### config.mk
export PLATFORM = sky130hd
export DESIGN_NAME = note_chart_scroller
export DESIGN_NICKNAME = d
export VERILOG_FILES = /design/src/rtl/note_pkg.sv /design/src/rtl/note_chart_scroller_tempo.sv /design/src/rtl/note_chart_scroller.sv
export SDC_FILE = /design/constraint.sdc
export NUM_CORES = 1
export LEC_CHECK = 0
export CAP_MARGIN = 0
export CORE_UTILIZATION = 54
export DETAILED_ROUTE_END_ITERATION = 10
export MAX_ROUTING_LAYER = met4
export PLACE_DENSITY = 0.79
export SYNTH_ARGS = -nofsm -noshare
export SYNTH_HDL_FRONTEND = slang
export SYNTH_SLANG_ARGS = --single-unit
### constraint.sdc
create_clock -name clk -period 5.1 [get_ports clk]
set_clock_uncertainty 0.2 [all_clocks]
set_input_delay 0.765 -clock clk [delete_from_list [all_inputs] [get_ports clk]]
set_output_delay 0.765 -clock clk [all_outputs]
set_load 0.02 [all_outputs]
### src/rtl/note_pkg.sv
// Shared types and helpers for the note chart scroller.
package note_pkg;

  typedef enum logic [2:0] {IDLE, FETCH, RUN, DRAIN, DONE} state_t;

  // Flat window index: row 0 (judgement row) occupies the lowest LANES bits.
  function automatic int win_bit(input int row, input int lane, input int lanes);
    return row * lanes + lane;
  endfunction

  function automatic logic [31:0] sat_add(input logic [31:0] a, input logic [31:0] b,
                                          input logic [31:0] max_v);
    logic [32:0] sum;
    sum = {1'b0, a} + {1'b0, b};
    return (sum > {1'b0, max_v}) ? max_v : sum[31:0];
  endfunction

endpackage

### src/rtl/note_chart_scroller_tempo.sv
// Tempo divider: substep events every tick_period+1 enabled clocks, row advance every SUBSTEPS substeps.
module note_tempo_tick #(
  parameter int SUBSTEPS = 7,
  parameter int TICK_W   = 17,
  parameter int OFF_W    = 3
) (
  input  logic              clk,
  input  logic              rst,
  input  logic              clear,
  input  logic              enable,
  input  logic [TICK_W-1:0] tick_period,
  output logic [OFF_W-1:0]  offset,
  output logic              row_adv
);

  logic [TICK_W-1:0] tick_cnt;
  logic              substep;

  assign substep = enable && (tick_cnt == tick_period);
  assign row_adv = substep && (offset == OFF_W'(SUBSTEPS - 1));

  // Disabled (paused) cycles hold both counters.
  always_ff @(posedge clk or posedge rst) begin
    if (rst) begin
      tick_cnt <= '0;
      offset   <= '0;
    end else if (clear) begin
      tick_cnt <= '0;
      offset   <= '0;
    end else if (enable) begin
      if (substep) begin
        tick_cnt <= '0;
        offset   <= row_adv ? '0 : offset + 1'b1;
      end else begin
        tick_cnt <= tick_cnt + 1'b1;
      end
    end
  end

endmodule

### src/rtl/note_chart_scroller.sv
// Rhythm-game note engine: streams chart rows into a scrolling window and judges hits at row 0.
module note_chart_scroller
  import note_pkg::*;
#(
  parameter int LANES    = 2,
  parameter int DEPTH    = 10,
  parameter int SUBSTEPS = 7,
  parameter int ADDR_W   = 11,
  parameter int TICK_W   = 17,
  parameter int COMBO_W  = 8
) (
  input  logic                       clk,
  input  logic                       rst,
  input  logic                       start,
  input  logic                       pause,
  input  logic                       ack,
  input  logic [TICK_W-1:0]          tick_period,
  input  logic [ADDR_W-1:0]          chart_len,
  output logic                       rom_rd,
  output logic [ADDR_W-1:0]          rom_addr,
  input  logic [LANES-1:0]           rom_data,
  input  logic [LANES-1:0]           hit,
  output logic [LANES*DEPTH-1:0]     window,
  output logic [$clog2(SUBSTEPS)-1:0] offset,
  output logic [LANES-1:0]           hit_ok,
  output logic [LANES-1:0]           miss,
  output logic [COMBO_W-1:0]         combo,
  output logic [COMBO_W-1:0]         max_combo,
  output logic                       busy,
  output logic                       finish,
  output logic [2:0]                 fsm_state
);

  localparam int          OFF_W     = $clog2(SUBSTEPS);
  localparam int          WIN_W     = LANES * DEPTH;
  localparam int          DR_W      = $clog2(DEPTH + 1);
  localparam logic [31:0] COMBO_MAX = 32'((1 << COMBO_W) - 1);

  state_t              state;
  logic [TICK_W-1:0]   period_q;
  logic [ADDR_W-1:0]   len_q;
  logic [ADDR_W-1:0]   row_idx;
  logic [DR_W-1:0]     drain_cnt;
  logic [LANES-1:0]    row_buf;
  logic                rd_pend;
  logic                judge_en;
  logic                row_adv;
  logic [ADDR_W:0]     next_idx;
  logic                last_row;
  logic [LANES-1:0]    row0;
  logic [LANES-1:0]    hit_v;
  logic [LANES-1:0]    miss_v;
  logic [COMBO_W-1:0]  combo_next;
  int                  hits_n;

  assign judge_en  = ((state == RUN) || (state == DRAIN)) && !pause;
  assign busy      = (state == FETCH) || (state == RUN) || (state == DRAIN);
  assign finish    = (state == DONE);
  assign fsm_state = state;
  assign next_idx  = {1'b0, row_idx} + 1'b1;
  assign last_row  = (next_idx == {1'b0, len_q});

  note_tempo_tick #(.SUBSTEPS(SUBSTEPS), .TICK_W(TICK_W), .OFF_W(OFF_W)) u_tempo (
    .clk         (clk),
    .rst         (rst),
    .clear       (!((state == RUN) || (state == DRAIN))),
    .enable      (judge_en),
    .tick_period (period_q),
    .offset      (offset),
    .row_adv     (row_adv)
  );

  // A hit landing on the advance cycle is judged before the row leaves, so it never also misses.
  always_comb begin
    row0 = '0;
    for (int l = 0; l < LANES; l++) row0[l] = window[win_bit(0, l, LANES)];
    hit_v  = judge_en ? (hit & row0) : '0;
    miss_v = row_adv ? (row0 & ~hit_v) : '0;
    hits_n = 0;
    for (int l = 0; l < LANES; l++) hits_n = hits_n + (hit_v[l] ? 1 : 0);
    combo_next = (|miss_v) ? '0 : COMBO_W'(sat_add(32'(combo), 32'(hits_n), COMBO_MAX));
  end

  always_ff @(posedge clk or posedge rst) begin
    if (rst) begin
      state     <= IDLE;
      period_q  <= '0;
      len_q     <= '0;
      row_idx   <= '0;
      drain_cnt <= '0;
      row_buf   <= '0;
      rd_pend   <= 1'b0;
      rom_rd    <= 1'b0;
      rom_addr  <= '0;
      window    <= '0;
      hit_ok    <= '0;
      miss      <= '0;
      combo     <= '0;
      max_combo <= '0;
    end else begin
      rom_rd  <= 1'b0;
      rd_pend <= rom_rd;
      hit_ok  <= hit_v;
      miss    <= miss_v;
      // Read data arrives the cycle after the strobe.
      if (rd_pend) row_buf <= rom_data;
      case (state)
        IDLE: if (start) begin
          combo     <= '0;
          max_combo <= '0;
          period_q  <= tick_period;
          len_q     <= chart_len;
          row_idx   <= '0;
          drain_cnt <= '0;
          window    <= '0;
          if (chart_len == '0) begin
            state <= DONE;
          end else begin
            state    <= FETCH;
            rom_rd   <= 1'b1;
            rom_addr <= '0;
          end
        end
        FETCH: if (rd_pend) state <= RUN;
        RUN, DRAIN: begin
          combo     <= combo_next;
          max_combo <= (combo_next > max_combo) ? combo_next : max_combo;
          if (row_adv) begin
            window <= {row_buf, window[WIN_W-1:LANES]};
            if (state == RUN) begin
              row_idx <= next_idx[ADDR_W-1:0];
              if (last_row) begin
                row_buf <= '0;
                state   <= DRAIN;
              end else begin
                rom_rd   <= 1'b1;
                rom_addr <= next_idx[ADDR_W-1:0];
              end
            end else if (drain_cnt == DR_W'(DEPTH - 1)) begin
              window <= '0;
              state  <= DONE;
            end else begin
              drain_cnt <= drain_cnt + 1'b1;
            end
          end else begin
            window <= window & ~WIN_W'(hit_v);
          end
        end
        DONE: if (ack) state <= IDLE;
        default: state <= IDLE;
      endcase
    end
  end

endmodule

==> results.tsv <==
stage	metric	value	unit
status	status	complete, no violations	
critical_path	Worst EP arrival	4.60	ns
clock_tree	hold_buf cts	0	
clock_tree	Max H-tree Level	4	
routing	WL final	15000	um
floorplan	chip width	109	um
sta	Final Max Tran Viols	0	
cells_and_area	antenna fix cells	0	
yosys	largest family of logic cells by synthesized area	simple AND/OR/NAND/NOR gates	
placement	Final HPWL DP	10600	um
critical_path	required time of the critical path	5.23	ns
placement	Final GP Congestion	0.929	
sta	setup TNS	0	ns
clock_tree	post-CTS setup buffers	0	
sta	final hold violation count	0	
global_route	first-pass GRT wire length	24300	um
yosys	Synth top area share	0.488	
yosys	Yosys top cell by area	dfrtp_1	
yosys	mux share of post-synthesis cell area	0.0863	
routing	antenna-violating nets left	0	
global_route	gr usage total	0.278	
yosys	cell area after synthesis	6210	um2
yosys	Syn Inst Count	587	
floorplan	Die Area	11900	um2
floorplan	Row Count	38	
yosys	Mapped Nets	640	
floorplan	io pins	97	
yosys	largest cells by area after synthesis	dfrtp_1 (49%), mux2_2 (5.8%), xor2_1 (4.2%)	
cells_and_area	filler cell count	841	
global_route	vias in the first global route	4941	
yosys	Top FF cell, synth	dfrtp_1	
routing	DRC	0	
clock_tree	clk buf depth	2	
yosys	Mapped Avg Cell Area	10.6	um2
clock_tree	number of CTS-inserted buffers	17	
routing	DR vias/cell	5.80	
placement	pre-CTS worst setup slack	0.271	ns
global_route	largest net degree at the start of global routing	47	
floorplan	initial cell density of the core	0.563	
sta	Slew headroom	0.297	
cells_and_area	Core Util, Final	0.712	
sta	Tmin final	4.47	ns
yosys	Adder-Cell Fraction of Synth Area	0.0339	
clock_tree	TritonCTS clock tree	done	
critical_path	Worst Reg2Reg Path Length in Cells	17	
sta	worst slew pin tran	1.05	ns
yosys	Post-synth EDFFs	0	
power	Power, Total	3.31	mW
floorplan	height of the die	109	um
sta	PnR worst setup slack	0.631	ns
yosys	most frequent cells after synthesis	dfrtp_1 (121), nor2_1 (63), nand2_1 (39)	
clock_tree	post-cts resize count	0	
critical_path	crit-path max FO	8	
critical_path	element type at the critical path end	flip-flop	
cells_and_area	layout cells sized above 1	0.131	
yosys	Compound-Gate Fraction of Synth Area	0.115	
global_route	initial antenna violation count	0	
routing	first-pass iteration count of the detailed router	5	
clock_tree	Skew-Pair Late Insertion Delay	0.42	ns
routing	DRT iter0 DRCs	301	
routing	WL per Instance	18.0	um
placement	# port buffers	96	
yosys	yosys warns	0	
cells_and_area	P&R area growth vs syn	26.5	%
power	VDD IR max	0.429	mV
job	max_cap viols	0	
yosys	register area share after synthesis	0.488	
global_route	GRT Residual Overflow	0	
power	Pleak	3.43	nW
critical_path	crit path launch type	primary input	
yosys	Synth Area in XOR/XNOR	0.0794	
sta	period utilization	0.876	
routing	via count	4835	
yosys	top-count cell post-synth	dfrtp_1	
critical_path	critical path class	primary input to flip-flop	
clock_tree	CTS Sinks	121	
floorplan	core area	11000	um2
power	PD cells	421	nW/um2
yosys	#FFs+latches synth	121	
yosys	asr flop ratio synth	1.00	
worst_hold_path	Worst Hold Depth	0	
cells_and_area	Final nets	733	
yosys	area share of and/or/nand/nor cells after synthesis	0.165	
clock_tree	Worst-path clk slew	0.06	ns
yosys	Cell variety after synth	58	
clock_tree	clock root cell	clkbuf_16	
sta	RSZ-0062 raised after global routing	false	
worst_hold_path	Hold Crit Class	flip-flop to flip-flop	
sta	FMAX	224	MHz
sta	Final setup viols	0	
-- flip-flops by register name, summed over array words and instances (netlist names), 3 cells and up --
| name | flops |
|---|---|
| drain_cnt | 4 |
| row_idx | 11 |
| max_combo | 8 |
| u_tempo.offset | 3 |
| period_q | 17 |
| rom_addr | 11 |
| fsm_state | 3 |
| u_tempo.tick_cnt | 17 |
| window | 20 |
| combo | 8 |
| len_q | 11 |
-- metal layers --
metal	routed length, um	GRT usage
met5	0	-
met4	333	0.110
met3	679	0.0741
met2	7520	0.444
met1	6460	0.337
-- layout by cell type (no fill, tap or decap), types with 6 or more instances in the layout --
| cell | n |
|---|---|
| nand2_1 | 39 |
| nand3_1 | 18 |
| nor2b_1 | 6 |
| a21oi_1 | 15 |
| dfrtp_1 | 121 |
| inv_1 | 17 |
| ha_1 | 16 |
| nand4_1 | 10 |
| nor4_1 | 10 |
| xnor2_1 | 16 |
| mux2_4 | 9 |
| and3_1 | 12 |
| clkbuf_16 | 17 |
| clkdlybuf4s50_1 | 96 |
| nand2b_1 | 7 |
| nor2_1 | 63 |
| and2_1 | 7 |
| a22o_1 | 20 |
| buf_4 | 7 |
| mux2_2 | 32 |
| xor2_1 | 30 |
| o22ai_1 | 10 |
| o21ai_0 | 34 |
-- cell families after synthesis --
kind of cell	Yosys count
compound gates	108
simple gates	199
flops	121
buf+inv	47
fa+ha+maj	17
xor+xnor	50
mux	45
-- final timing paths --
kind / slack (ns) / endpoint / startpoint
setup / recovery: 0.63 / max_combo[0] / pause
hold / removal: 0.17 / rd_pend / rom_rd
setup reg to reg: 0.91 / max_combo[0] / fsm_state[1]
hold reg to reg: 0.17 / rd_pend / rom_rd
max in group asynchronous: 3.20 / row_idx[9] / rst
min in group asynchronous: 0.54 / period_q[11] / rst
-- where the power goes --
part	internal [mW]	switching [mW]	leakage, nW
Sequential	1.12	0.161	1.62
Combinational	0.393	0.458	1.54
Clock	0.735	0.443	0.276
-- per-stage QoR --
step,hold slack (ns),std cells,area (um2)
3_3_place_gp,0.159,801,7260
4_1_cts,0.174,833,7850
5_1_grt,0.190,833,7850
2_1_floorplan,0.272,587,6210
6_report,0.171,833,7850
3_5_place_dp,0.166,801,7260
-- worst max-delay path: stages --
cell	delay (ns)
clkdlybuf4s50_1	0.55
nor3b_2	0.27
and3_1	0.28
xor2_1	0.17
ha_1	0.16
a21o_1	0.15
ha_1	0.26
and3_1	0.27
nor2_1	0.07
mux2_2	0.28
nor2_1	0.09
ha_1	0.25
a21o_1	0.19
a21o_1	0.16
a21oi_1	0.13
a21oi_1	0.09
o21a_1	0.27
o22ai_1	0.18
-- cell type report --
cell class / count / area [um2] / share of cell area
Timing Repair Buffer: 103 / 1010 / 0.129
Sequential cell: 121 / 3030 / 0.386
Tap cell: 140 / 175 / 0.0223
Multi-Input combinational cell: 419 / 2980 / 0.379
Inverter: 18 / 70.1 / 0.00893
Clock buffer: 19 / 443 / 0.0564
Clock inverter: 13 / 144 / 0.0183
Note: power is estimated with default switching activity, not from simulation.
